### src/rtl/regfile_pkg.sv
// ============================================================================
// Module : regfile_pkg
// Brief  : Shared defaults and write-port arbitration helper for regfile_mp.
// Rev    : 1.0
// ============================================================================
`default_nettype none

package regfile_pkg;

  localparam int DEF_WIDTH  = 16;
  localparam int DEF_AW     = 3;
  localparam int MAX_NREAD  = 4;
  localparam int MAX_NWRITE = 2;
  localparam int WIN_W      = 1;

  // Highest-indexed hitting write port wins; result is meaningless when no bit is set.
  function automatic logic [WIN_W-1:0] win_port(input logic [MAX_NWRITE-1:0] hits);
    logic [WIN_W-1:0] idx;
    idx = '0;
    for (int j = 0; j < MAX_NWRITE; j++) begin
      if (hits[j]) idx = WIN_W'(j);
    end
    return idx;
  endfunction

endpackage : regfile_pkg

`default_nettype wire

### src/rtl/regfile_rd_port.sv
// ============================================================================
// Module : regfile_rd_port
// Brief  : One synchronous read port: write-first bypass, zero register, hold,
//          and (with REGFILE_SCOREBOARD_EN) the registered busy flag.
// Rev    : 1.0
// ============================================================================
`default_nettype none

module regfile_rd_port
  import regfile_pkg::*;
#(
  parameter int WIDTH    = DEF_WIDTH,
  parameter int AW       = DEF_AW,
  parameter int NWRITE   = 1,
  parameter int ZERO_REG = 1
) (
  input  logic                    clk,
  input  logic                    rst,
  input  logic                    hold,
  input  logic [AW-1:0]           raddr,
  input  logic [WIDTH-1:0]        arr_data,
  input  logic [NWRITE-1:0]       wen,
  input  logic [NWRITE*AW-1:0]    waddr,
  input  logic [NWRITE*WIDTH-1:0] wdata,
`ifdef REGFILE_SCOREBOARD_EN
  input  logic                    busy_next,
  output logic                    rbusy,
`endif
  output logic [WIDTH-1:0]        rdata
);

  logic [MAX_NWRITE-1:0] hits;
  logic [WIN_W-1:0]      win;
  logic [WIDTH-1:0]      rd_val;
  logic [WIDTH-1:0]      rdata_d, rdata_q;

  always_comb begin
    hits = '0;
    for (int j = 0; j < NWRITE; j++) begin
      hits[j] = wen[j] && (waddr[j*AW +: AW] == raddr);
    end
    win = win_port(hits);

    rd_val = (|hits) ? wdata[int'(win)*WIDTH +: WIDTH] : arr_data;
    // The zero register must also mask a bypassed write to address 0.
    if ((ZERO_REG != 0) && (raddr == '0)) rd_val = '0;

    rdata_d = hold ? rdata_q : rd_val;
  end

  always_ff @(posedge clk) begin
    if (rst) rdata_q <= '0;
    else     rdata_q <= rdata_d;
  end

  assign rdata = rdata_q;

`ifdef REGFILE_SCOREBOARD_EN
  logic rbusy_d, rbusy_q;

  always_comb begin
    rbusy_d = hold ? rbusy_q : busy_next;
  end

  always_ff @(posedge clk) begin
    if (rst) rbusy_q <= 1'b0;
    else     rbusy_q <= rbusy_d;
  end

  assign rbusy = rbusy_q;
`endif

endmodule : regfile_rd_port

`default_nettype wire

### src/rtl/regfile_mp.sv
// ============================================================================
// Module : regfile_mp
// Brief  : Multi-port write-first register file with zero register, read hold
//          and debug tap. Define REGFILE_SCOREBOARD_EN for per-register busy bits.
// Rev    : 1.0
// ============================================================================
`default_nettype none

module regfile_mp
  import regfile_pkg::*;
#(
  parameter int WIDTH    = DEF_WIDTH,
  parameter int AW       = DEF_AW,
  parameter int NREAD    = 2,
  parameter int NWRITE   = 1,
  parameter int ZERO_REG = 1,
  parameter int TAP_REG  = 3
) (
  input  logic                    clk,
  input  logic                    rst,
  input  logic                    hold,
  input  logic [NREAD*AW-1:0]     raddr,
  output logic [NREAD*WIDTH-1:0]  rdata,
  input  logic [NWRITE-1:0]       wen,
  input  logic [NWRITE*AW-1:0]    waddr,
  input  logic [NWRITE*WIDTH-1:0] wdata,
`ifdef REGFILE_SCOREBOARD_EN
  input  logic                    claim,
  input  logic [AW-1:0]           claim_addr,
  output logic [NREAD-1:0]        rbusy,
`endif
  output logic [WIDTH-1:0]        tap_val
);

  localparam int DEPTH = 2 ** AW;

  if ((NREAD < 1) || (NREAD > MAX_NREAD)) begin : g_chk_nread
    $error("regfile_mp: NREAD out of range");
  end
  if ((NWRITE < 1) || (NWRITE > MAX_NWRITE)) begin : g_chk_nwrite
    $error("regfile_mp: NWRITE out of range");
  end
  if ((TAP_REG < 0) || (TAP_REG >= DEPTH)) begin : g_chk_tap
    $error("regfile_mp: TAP_REG out of range");
  end
  if ((WIDTH < 1) || (AW < 1)) begin : g_chk_dims
    $error("regfile_mp: WIDTH and AW must be positive");
  end

  logic [WIDTH-1:0] mem_d [DEPTH];
  logic [WIDTH-1:0] mem_q [DEPTH];

  // Later ports overwrite earlier ones, so the highest index wins on a conflict.
  always_comb begin
    mem_d = mem_q;
    for (int j = 0; j < NWRITE; j++) begin
      if (wen[j] && !((ZERO_REG != 0) && (waddr[j*AW +: AW] == '0))) begin
        mem_d[waddr[j*AW +: AW]] = wdata[j*WIDTH +: WIDTH];
      end
    end
  end

  always_ff @(posedge clk) begin
    if (rst) begin
      for (int k = 0; k < DEPTH; k++) mem_q[k] <= '0;
    end else begin
      mem_q <= mem_d;
    end
  end

  assign tap_val = mem_q[TAP_REG];

`ifdef REGFILE_SCOREBOARD_EN
  logic [DEPTH-1:0] busy_d, busy_q;

  // Writes clear first so a same-cycle claim on the same register wins.
  always_comb begin
    busy_d = busy_q;
    for (int j = 0; j < NWRITE; j++) begin
      if (wen[j]) busy_d[waddr[j*AW +: AW]] = 1'b0;
    end
    if (claim) busy_d[claim_addr] = 1'b1;
    if (ZERO_REG != 0) busy_d[0] = 1'b0;
  end

  always_ff @(posedge clk) begin
    if (rst) busy_q <= '0;
    else     busy_q <= busy_d;
  end
`endif

  for (genvar i = 0; i < NREAD; i++) begin : g_rd
    regfile_rd_port #(
      .WIDTH    (WIDTH),
      .AW       (AW),
      .NWRITE   (NWRITE),
      .ZERO_REG (ZERO_REG)
    ) u_rd_port (
      .clk       (clk),
      .rst       (rst),
      .hold      (hold),
      .raddr     (raddr[i*AW +: AW]),
      .arr_data  (mem_q[raddr[i*AW +: AW]]),
      .wen       (wen),
      .waddr     (waddr),
      .wdata     (wdata),
`ifdef REGFILE_SCOREBOARD_EN
      .busy_next (busy_d[raddr[i*AW +: AW]]),
      .rbusy     (rbusy[i]),
`endif
      .rdata     (rdata[i*WIDTH +: WIDTH])
    );
  end

endmodule : regfile_mp

`default_nettype wire

### config.mk
export PLATFORM = sky130hd
export DESIGN_NAME = regfile_mp
export DESIGN_NICKNAME = d
export VERILOG_FILES = /design/src/rtl/regfile_pkg.sv /design/src/rtl/regfile_rd_port.sv /design/src/rtl/regfile_mp.sv
export SDC_FILE = /design/constraint.sdc
export NUM_CORES = 1
export LEC_CHECK = 0
export ABC_CLOCK_PERIOD_IN_PS = 1860
export BUFFER_PORTS_ARGS = -buffer_cell sky130_fd_sc_hd__buf_4
export CAP_MARGIN = 15
export CORE_MARGIN = 1
export CORE_UTILIZATION = 25
export CTS_CLUSTER_DIAMETER = 150
export CTS_CLUSTER_SIZE = 28
export DETAILED_ROUTE_END_ITERATION = 6
export MAX_ROUTING_LAYER = met4
export SLEW_MARGIN = 10
export SYNTH_ARGS = -nofsm -noshare
export SYNTH_HDL_FRONTEND = slang
export SYNTH_HIERARCHICAL = 1
export SYNTH_SLANG_ARGS = --single-unit
### constraint.sdc
create_clock -name clk -period 1.86 [get_ports clk]
set_input_delay 0.093 -clock clk [delete_from_list [all_inputs] [get_ports clk]]
set_output_delay 0.093 -clock clk [all_outputs]
set_load 0.01 [all_outputs]
* Word-level counts from Yosys, hierarchy flattened
Cells that the tools add are included.
Cells by class: $lt $le $gt $ge 4, equality and inequality tests 2, mux-type cells 13, bitwise logic cells 3, reductions and logical operators 8
Operators by type and width (count):
- 2-to-1 mux 16 bit | 9
- bitwise mux 128 bit | 1
- binary-select mux 16 bit (select 3 bit) | 2
- demux 16 bit (select 3 bit) | 1
- >= comparator 4 bit (second input constant) | 3
- inverter 3 -> 4 bit | 3
- logical NOT 3 bit | 3
- equality test 3 bit | 2
- logical AND 1 bit | 4
- less-than comparator 4 x 1 -> 1 bit (second input constant) | 1
- logical NOT 1 bit | 1
Word-level totals: bits in registers 160, input bits 29, logic and storage cells 40

* Depth between registers and ports, before layout
Gate-level depths: netlist (run 1).
word-level depth 6, mapped depth 7, mapped depth without buffers 4

* Cells and area by module
Netlist (run 1), hierarchy kept.
Modules (own cells, without submodules):
- regfile_mp | instances 1, cells each 668, area each 6702.7 um2
- regfile_rd_port | instances 2, cells each 76, area each 713.2 um2

* Least setup slack after synthesis (run 1)
No wires, ideal clock.
path type input to register, start input raddr[3], end register g_rd[1].u_rd_port.rdata_q[13], arrival 1.293 ns, slack 0.442 ns, cell stages on the path 6, path buffers 2, cells stage by stage buf_6 > buf_6 > mux4_1 > mux2_2 > mux2i_1 > o21ai_0
Between the ends: word-level cells in the longest chain between the ends 6, elaborated cells between the ends (all ways) 9, classes of those cells 1 x eq/ne; 5 x mux; 1 x bitwise; 2 x reduce/logical
Ends and longest elaborated chain:
- start: declaration | RTL line regfile_mp.sv:22 | input logic [NREAD*AW-1:0] raddr,
- inverter 3 -> 4 bit (not written as such) | RTL line regfile_mp.sv:103 | .arr_data (mem_q[raddr[i*AW +: AW]]),
- binary-select mux 16 bit (select 3 bit) | RTL line regfile_mp.sv:103
- 2-to-1 mux 16 bit (not written as such) (2 in a row) | RTL line regfile_mp.sv:103
- 2-to-1 mux 16 bit | RTL line regfile_rd_port.sv:44 | rd_val = (|hits) ? wdata[int'(win)*WIDTH +: WIDTH] : arr_data;
- 2-to-1 mux 16 bit * | RTL line regfile_rd_port.sv:46 | if ((ZERO_REG != 0) && (raddr == '0)) rd_val = '0;
- end signal: assignment | RTL line regfile_rd_port.sv:53 | else rdata_q <= rdata_d;
- end: declaration | RTL line regfile_rd_port.sv:35 | logic [WIDTH-1:0] rdata_d, rdata_q;
Mark *: on every way between the ends. The rest lies on a longest branch, timed or not. The select of a mux whose other input is x is not followed. A chain may end at the register's enable or synchronous reset.

* Worst setup path after layout (run 1)
start register mem_q (netlist bit tap_val[0]), end register g_rd[0].u_rd_port.rdata_q[0]
Between the ends: word-level cells in the longest chain between the ends 5
Ends and longest elaborated chain:
- start: declaration | RTL line regfile_mp.sv:51 | logic [WIDTH-1:0] mem_q [DEPTH];
- start signal: assignment | RTL line regfile_mp.sv:67 | mem_q <= mem_d;
- binary-select mux 16 bit (select 3 bit) | RTL line regfile_mp.sv:103
- 2-to-1 mux 16 bit (not written as such) (2 in a row) | RTL line regfile_mp.sv:103
- 2-to-1 mux 16 bit | RTL line regfile_rd_port.sv:44
- 2-to-1 mux 16 bit | RTL line regfile_rd_port.sv:46
- end signal: assignment | RTL line regfile_rd_port.sv:53
- end: declaration | RTL line regfile_rd_port.sv:35
No other way between the ends. The select of a mux whose other input is x is not followed.

==> flow_metrics.tcl, run 1 <==
set metrics [dict create \
    die-area_um2 33200 \
    holdPathStages 5 \
    synth_area_um2 8130 \
    ir_drop_mv 0.493 \
    worst-r2r-cell-count 4 \
    grt_usage_pct 14.8 \
    worstPathRequired_ns 2.14 \
    hold_end "g_rd[0].u_rd_port/rdata[2]" \
    post_cts_buffers 0 \
    cts-root-buf "clkbuf_16" \
    drive_above_1_share_pct 21.3 \
    synth_seq_cells 160 \
    r2r_end "g_rd[0].u_rd_port/rdata[0]" \
    seqPwrFrac_pct 44.3 \
    synth_top_flop_cell "dfxtp_1" \
    netlist_instances 820 \
    fin_crit_sh_pct 85.4 \
    dieHeight_um 182 \
    cts.clk_slew.worst_paths_ns 0.07 \
    rsz0062_at_grt "false" \
    p_comb_share_pct 9.6 \
    cp.arrival_ns 1.87 \
    grt_antenna_before_repair 0 \
    drv_slew 0 \
    tns_ns 0 \
    crit_fanout 4 \
    fmaxAchievable_mhz 629 \
    initial_core_util_pct 25.6 \
    globalplace.congestion 0.811 \
    routed_wl_um 23500 \
    clock_latency_ns 0.42 \
    swShare_pct 24.0 \
    first_pass_iters 5 \
    r2r_setup_slack_ns 0.27 \
    grt_pass1_vias 6013 \
    vias 6202 \
    hold_path.startpoint "rst" \
    critPathLaunchType "flip-flop" \
    fp.coreArea_um2 31800 \
    slew_headroom_pct 47.7 \
    detail_route.wl_per_cell_um 17.8 \
    overflow 0 \
    dp_hpwl_um 16100 \
    critical_path_class "reg2reg" \
    switching_power_mw 1.92 \
    io_buffers 76 \
    syn_nets 849 \
    cts_tree "yes" \
    netlist.area_leader.share_pct 39.4 \
    drcViolationCount 0 \
    p_int_mw 6.08 \
    synth-edff-count 0 \
    yosys-top-cells-area "dfxtp_1 39%, mux4_1 16%, nand2_1 12%" \
    ys_async_sr_fraction_pct 0 \
    fin_nets 904 \
    maxCapViolCount 0 \
    hp-class "in2reg" \
    clock-sinks 160 \
    ys_warn_count 6 \
    antenna_cells 0 \
    die-width_um 182 \
    worstReg2RegStart "tap_val[0]" \
    post-route-min-period_ns 1.59 \
    yosysMostFrequentCell "nand2_1" \
    leakage_nw 3.92 \
    whs_ns 0.214 \
    ios 77 \
    rows 65 \
    skew_ns 0.00939 \
    yosysTopAreaCell "dfxtp_1" \
    syn_area_per_cell_um2 9.91 \
    finalSetupViolCount 0 \
    area_growth_pct 20.8 \
    htree_num_levels 4 \
    vias_per_cell 4.69 \
    drt_iter0_markers 426 \
    grt_pass1_wl_um 36500 \
    synth_common_cells "256 x nand2_1, 160 x dfxtp_1, 112 x a21oi_1" \
    end_kind "flip-flop" \
    grt_max_degree 129 \
    worstMarginPinSlew_ns 0.785 \
    outcome "finished clean" \
    seq_area_frac_synth_pct 39.4 \
    cts_buffer_depth 2 \
    synth_cell_type_count 27 \
    antenna_left 0 \
    cts_buffers 17 \
    powerDensity_nw_per_um2 815 \
    p_clk_share_pct 46.1 \
    finalHoldViolCount 0 \
]
[area by class of cell]
type                       count  area [µm²]
fill                        3242       22000
multi-input combinational    572        4360
sequential                   160        3200
timing repair buffer         124        1100
tap                          435         544
clock buffer                  18         429
clock inverter                13         184
[worst max path at each step]
stage,from,to,slack [ns]
final,tap_val[0],g_rd[0].u_rd_port/rdata[0],0.27
after global routing,tap_val[14],g_rd[1].u_rd_port/rdata[14],0.19
after floorplan,raddr[3],g_rd[1].u_rd_port/rdata[13],0.44
after detailed placement,raddr[0],g_rd[0].u_rd_port/rdata[0],0.19
after CTS,tap_val[14],g_rd[1].u_rd_port/rdata[14],0.27
after global placement,raddr[0],g_rd[0].u_rd_port/rdata[14],0.20
[sequential cells by signal, indices dropped and copies added (netlist names)]
| signal | flops |
|---|---|
| mem_q | 112 |
| g_rd.u_rd_port/rdata | 32 |
| tap_val | 16 |
[worst max-delay path: stages, from the launching register on]
cell and delay [ns]:
dfxtp_1 0.35, mux4_1 0.57, mux2_2 0.29, mux2i_1 0.17
o21ai_1 0.07
[kinds of logic after synthesis]
logic type | share of synthesized area [%]
AOI/OAI and AO/OA | 8.87
xor gates and xnor gates | 0.646
buffers and inverters | 6.91
DFF | 39.4
muxes | 28.4
and+or+nand+nor | 15.8
[per-stage QoR]
step	total power [mW]	setup WS, ns	util [%]	instances	area, µm²
floorplan	4.06	0.442	-	820	8130
global placement	4.35	0.197	28.5	1275	9050
detailed placement	4.36	0.189	28.5	1275	9050
CTS	8.07	0.273	30.9	1322	9820
global route	8.25	0.192	30.9	1322	9820
finish	8.00	0.271	30.9	1322	9820
[repair_timing]
item,4_1_cts,5_1_grt
gates resized for setup,0,0
hold buffers,16,0
hold endpoints to repair,110,0
[per-layer routing]
metal,global-route usage (%),routed length (µm),vias to the layer above
li1,-,-,3001
met1,19.1,11000,3025
met2,23.0,10900,149
met3,3.27,1410,27
met4,4.24,333,0
met5,-,0,-
[power groups by stage]
stage	sequential (mW)	clock (mW)	combinational, mW
detailed placement	3.62	0	0.742
CTS	3.54	3.75	0.775
global route	3.55	3.87	0.823
floorplan	3.60	0	0.461
global placement	3.61	0	0.734
finish	3.54	3.69	0.769
[cell usage in the layout, fill, tap and decap left out, types with 4 or more instances in the layout]
| master | Yosys | routed |
|---|---|---|
| nand2_1 | 256 | 256 |
| dfxtp_1 | 160 | 160 |
| a21oi_1 | 112 | 112 |
| buf_4 | 21 | 98 |
| mux4_1 | 50 | 50 |
| mux2_2 | 32 | 32 |
| mux2i_1 | 32 | 32 |
| o21ai_1 | 20 | 20 |
| nor2b_1 | 18 | 18 |
| clkbuf_16 | 0 | 17 |
| dlygate4sd3_1 | 0 | 16 |
| mux4_2 | 14 | 14 |
| o21ai_0 | 12 | 12 |
| buf_12 | 4 | 10 |
| xnor2_1 | 6 | 6 |
| bufinv_16 | 0 | 4 |
| clkinv_2 | 0 | 4 |
Power figures use the tool's default switching activity.
==> inputs of run 2 (changes only) <==
--- a/config.mk
+++ b/config.mk
@@ -5,15 +5,16 @@
 export SDC_FILE = /design/constraint.sdc
 export NUM_CORES = 1
 export LEC_CHECK = 0
-export ABC_CLOCK_PERIOD_IN_PS = 1860
+export ABC_CLOCK_PERIOD_IN_PS = 1500
 export BUFFER_PORTS_ARGS = -buffer_cell sky130_fd_sc_hd__buf_4
 export CAP_MARGIN = 15
 export CORE_MARGIN = 1
-export CORE_UTILIZATION = 25
-export CTS_CLUSTER_DIAMETER = 150
+export CORE_UTILIZATION = 55
+export CTS_CLUSTER_DIAMETER = 120
 export CTS_CLUSTER_SIZE = 28
 export DETAILED_ROUTE_END_ITERATION = 6
 export MAX_ROUTING_LAYER = met4
+export PLACE_DENSITY = 0.75
 export SLEW_MARGIN = 10
 export SYNTH_ARGS = -nofsm -noshare
 export SYNTH_HDL_FRONTEND = slang
==> constraint.sdc (replaced) <==
create_clock -name clk -period 1.5 [get_ports clk]
set_input_delay 0.075 -clock clk [delete_from_list [all_inputs] [get_ports clk]]
set_output_delay 0.075 -clock clk [all_outputs]
set_load 0.01 [all_outputs]
==> run 2 against run 1 <==
  * The run now ends with setup timing left
  * Routed wire length down 4.2%
  * Sequential cell count unchanged
  * Clock power up 35%
  * Sequential share of layout area up 0.44 points
  * Worst setup slack worse by 0.28 ns
  * Sequential power up 24%
  * Maximum frequency up 5.2%
  * Critical path depth unchanged
  * Combinational power up 33%
  * Register-to-register slack worse by 0.28 ns
  * Largest cell class unchanged
  * Largest power group unchanged
==> flow_metrics.tcl, run 2 (synthesized netlist as in run 1, its figures left out) <==
set metrics [dict create \
    die-width_um 124 \
    whs_ns 0.0901 \
    cp.arrival_ns 1.83 \
    antenna_cells 0 \
    worst-r2r-cell-count 4 \
    cts_tree "yes" \
    holdPathStages 4 \
    htree_num_levels 4 \
    outcome "finished with violations" \
    routed_wl_um 22600 \
    fin_area_um2 9780 \
    grt_pass1_wl_um 34600 \
    grt_pass1_vias 6158 \
    die-area_um2 15300 \
    fill_cells 1104 \
    drive_above_1_share_pct 29.9 \
    ios 77 \
    critical_path_class "reg2reg" \
    globalplace.congestion 0.819 \
    finalSetupViolCount 1 \
    fin_crit_sh_pct 101 \
    hp-class "in2reg" \
    rsz0062_at_grt "true" \
    post-route-min-period_ns 1.51 \
    ir_drop_mv 0.882 \
    crit_buf_inv 0 \
    dp_hpwl_um 14700 \
    area_growth_pct 20.3 \
    vias 6705 \
    fin_nets 935 \
    maxCapViolCount 0 \
    skew_ns 0.00888 \
    drt_iter0_markers 903 \
    drcViolationCount 0 \
    utilization_pct 67.6 \
    critPathLaunchType "flip-flop" \
    antenna_left 0 \
    end_kind "flip-flop" \
    power_mw 10.4 \
    grt_antenna_before_repair 0 \
    regMostFlops "mem_q" \
    vias_per_cell 6.08 \
    worstPathRequired_ns 1.82 \
    final_common_cell "nand2_1" \
    dpl_cell_area_um2 8960 \
    fp.coreArea_um2 14500 \
    cp_slowest_cell "mux4_2" \
    cts_buffer_depth 2 \
    first_pass_iters 5 \
    worstMarginPinSlew_ns 0.616 \
    critPathMaxStageDelay_ns 0.52 \
    setup_slack_ns -0.00978 \
    rows 44 \
    cts.clk_slew.worst_paths_ns 0.06 \
    finalHoldViolCount 0 \
    worstPathCellList "mux4_2 -> mux2_4 -> mux2i_1 -> o21ai_1" \
    initial_core_util_pct 56.1 \
    dieHeight_um 124 \
    grt_max_degree 127 \
    overflow 0 \
    leakage_nw 3.90 \
    violations "setup timing" \
    path_delay_family "multiplexers" \
    layout_common_cells "256 x nand2_1, 136 x dfxtp_1, 126 x buf_4" \
    fmaxAchievable_mhz 662 \
    tns_ns -0.00978 \
    slew_headroom_pct 58.9 \
    largest_register_ffs 112 \
    cp.depth 4 \
    cts-root-buf "clkbuf_16" \
    clock-sinks 160 \
    detail_route.wl_per_cell_um 20.5 \
    grt_usage_pct 31.7 \
    crit_fanout 3 \
    clock_latency_ns 0.44 \
    cts_buffers 17 \
    io_buffers 76 \
    powerDensity_nw_per_um2 1060 \
    drv_slew 0 \
]
-- run 2: cell types whose count changed in the layout (fill, tap and decap cells not counted), moves of 8 or more --
cell	before	now
buf_4	98	126
o21ai_0	12	4
dfxtp_1	160	136
mux4_2	14	43
dfxtp_2	0	24
mux4_1	50	21
o21ai_1	20	28
-- run 2: final cells by class --
cell class                      count  area, µm²  share of cell area [%]
Multi-Input combinational cell    572       4300                    44.0
Sequential cell                   160       3230                    33.1
Timing Repair Buffer              155       1350                    13.8
Clock buffer                       22        464                    4.75
Tap cell                          184        230                    2.35
Clock inverter                     10        206                    2.11
-- run 2: final timing paths --
path,from,endpoint,slack [ns]
worst min-delay path,hold,g_rd[1].u_rd_port/rdata[14],0.09
worst max register to register,mem_q[12],g_rd[0].u_rd_port/rdata[12],-0.01
worst min register to register,g_rd[1].u_rd_port/rdata[8],g_rd[1].u_rd_port/rdata[8],0.45
worst max-delay path,mem_q[12],g_rd[0].u_rd_port/rdata[12],-0.01
-- run 2: repair_timing --
| item | in CTS | in global routing |
|---|---|---|
| gates cloned | 0 | 0 |
| setup endpoints to repair | 17 | 24 |
| resized for setup | 20 | 53 |
| pin swaps | 0 | 1 |
| hold buffers | 18 | 0 |
| hold endpoints to repair | 114 | 0 |
| buffers inserted | 0 | 1 |
-- run 2: per-stage QoR --
step                      worst slack (ns)  std cells
after floorplan                     0.0995        820
after global placement              -0.135       1052
after detailed placement            -0.155       1052
after CTS                        -0.000576       1102
after global routing               -0.0738       1103
final                             -0.00978       1103
-- run 2: worst min-delay path, delay by kind of cell --
kind / cells / cell delay (ns)
buffers and inverters: 1 / 0.12
AO/OA/AOI/OAI: 1 / 0.05
AND/OR/NAND/NOR: 2 / 0.23
-- run 2: power breakdown --
group | internal (mW) | switching [mW] | leakage (nW) | total (mW)
sequential | 4.33 | 0.0610 | 1.31 | 4.39
clock | 3.21 | 1.78 | 0.324 | 4.99
combinational | 0.469 | 0.555 | 2.27 | 1.02
-- run 2: layer usage --
layer	routed length, µm	GRT usage (%)	share of wire (%)
met4	450	11.1	2.0
met3	1960	6.55	8.7
met2	10700	47.9	48
met1	9430	42.5	42
met5	0	-	0
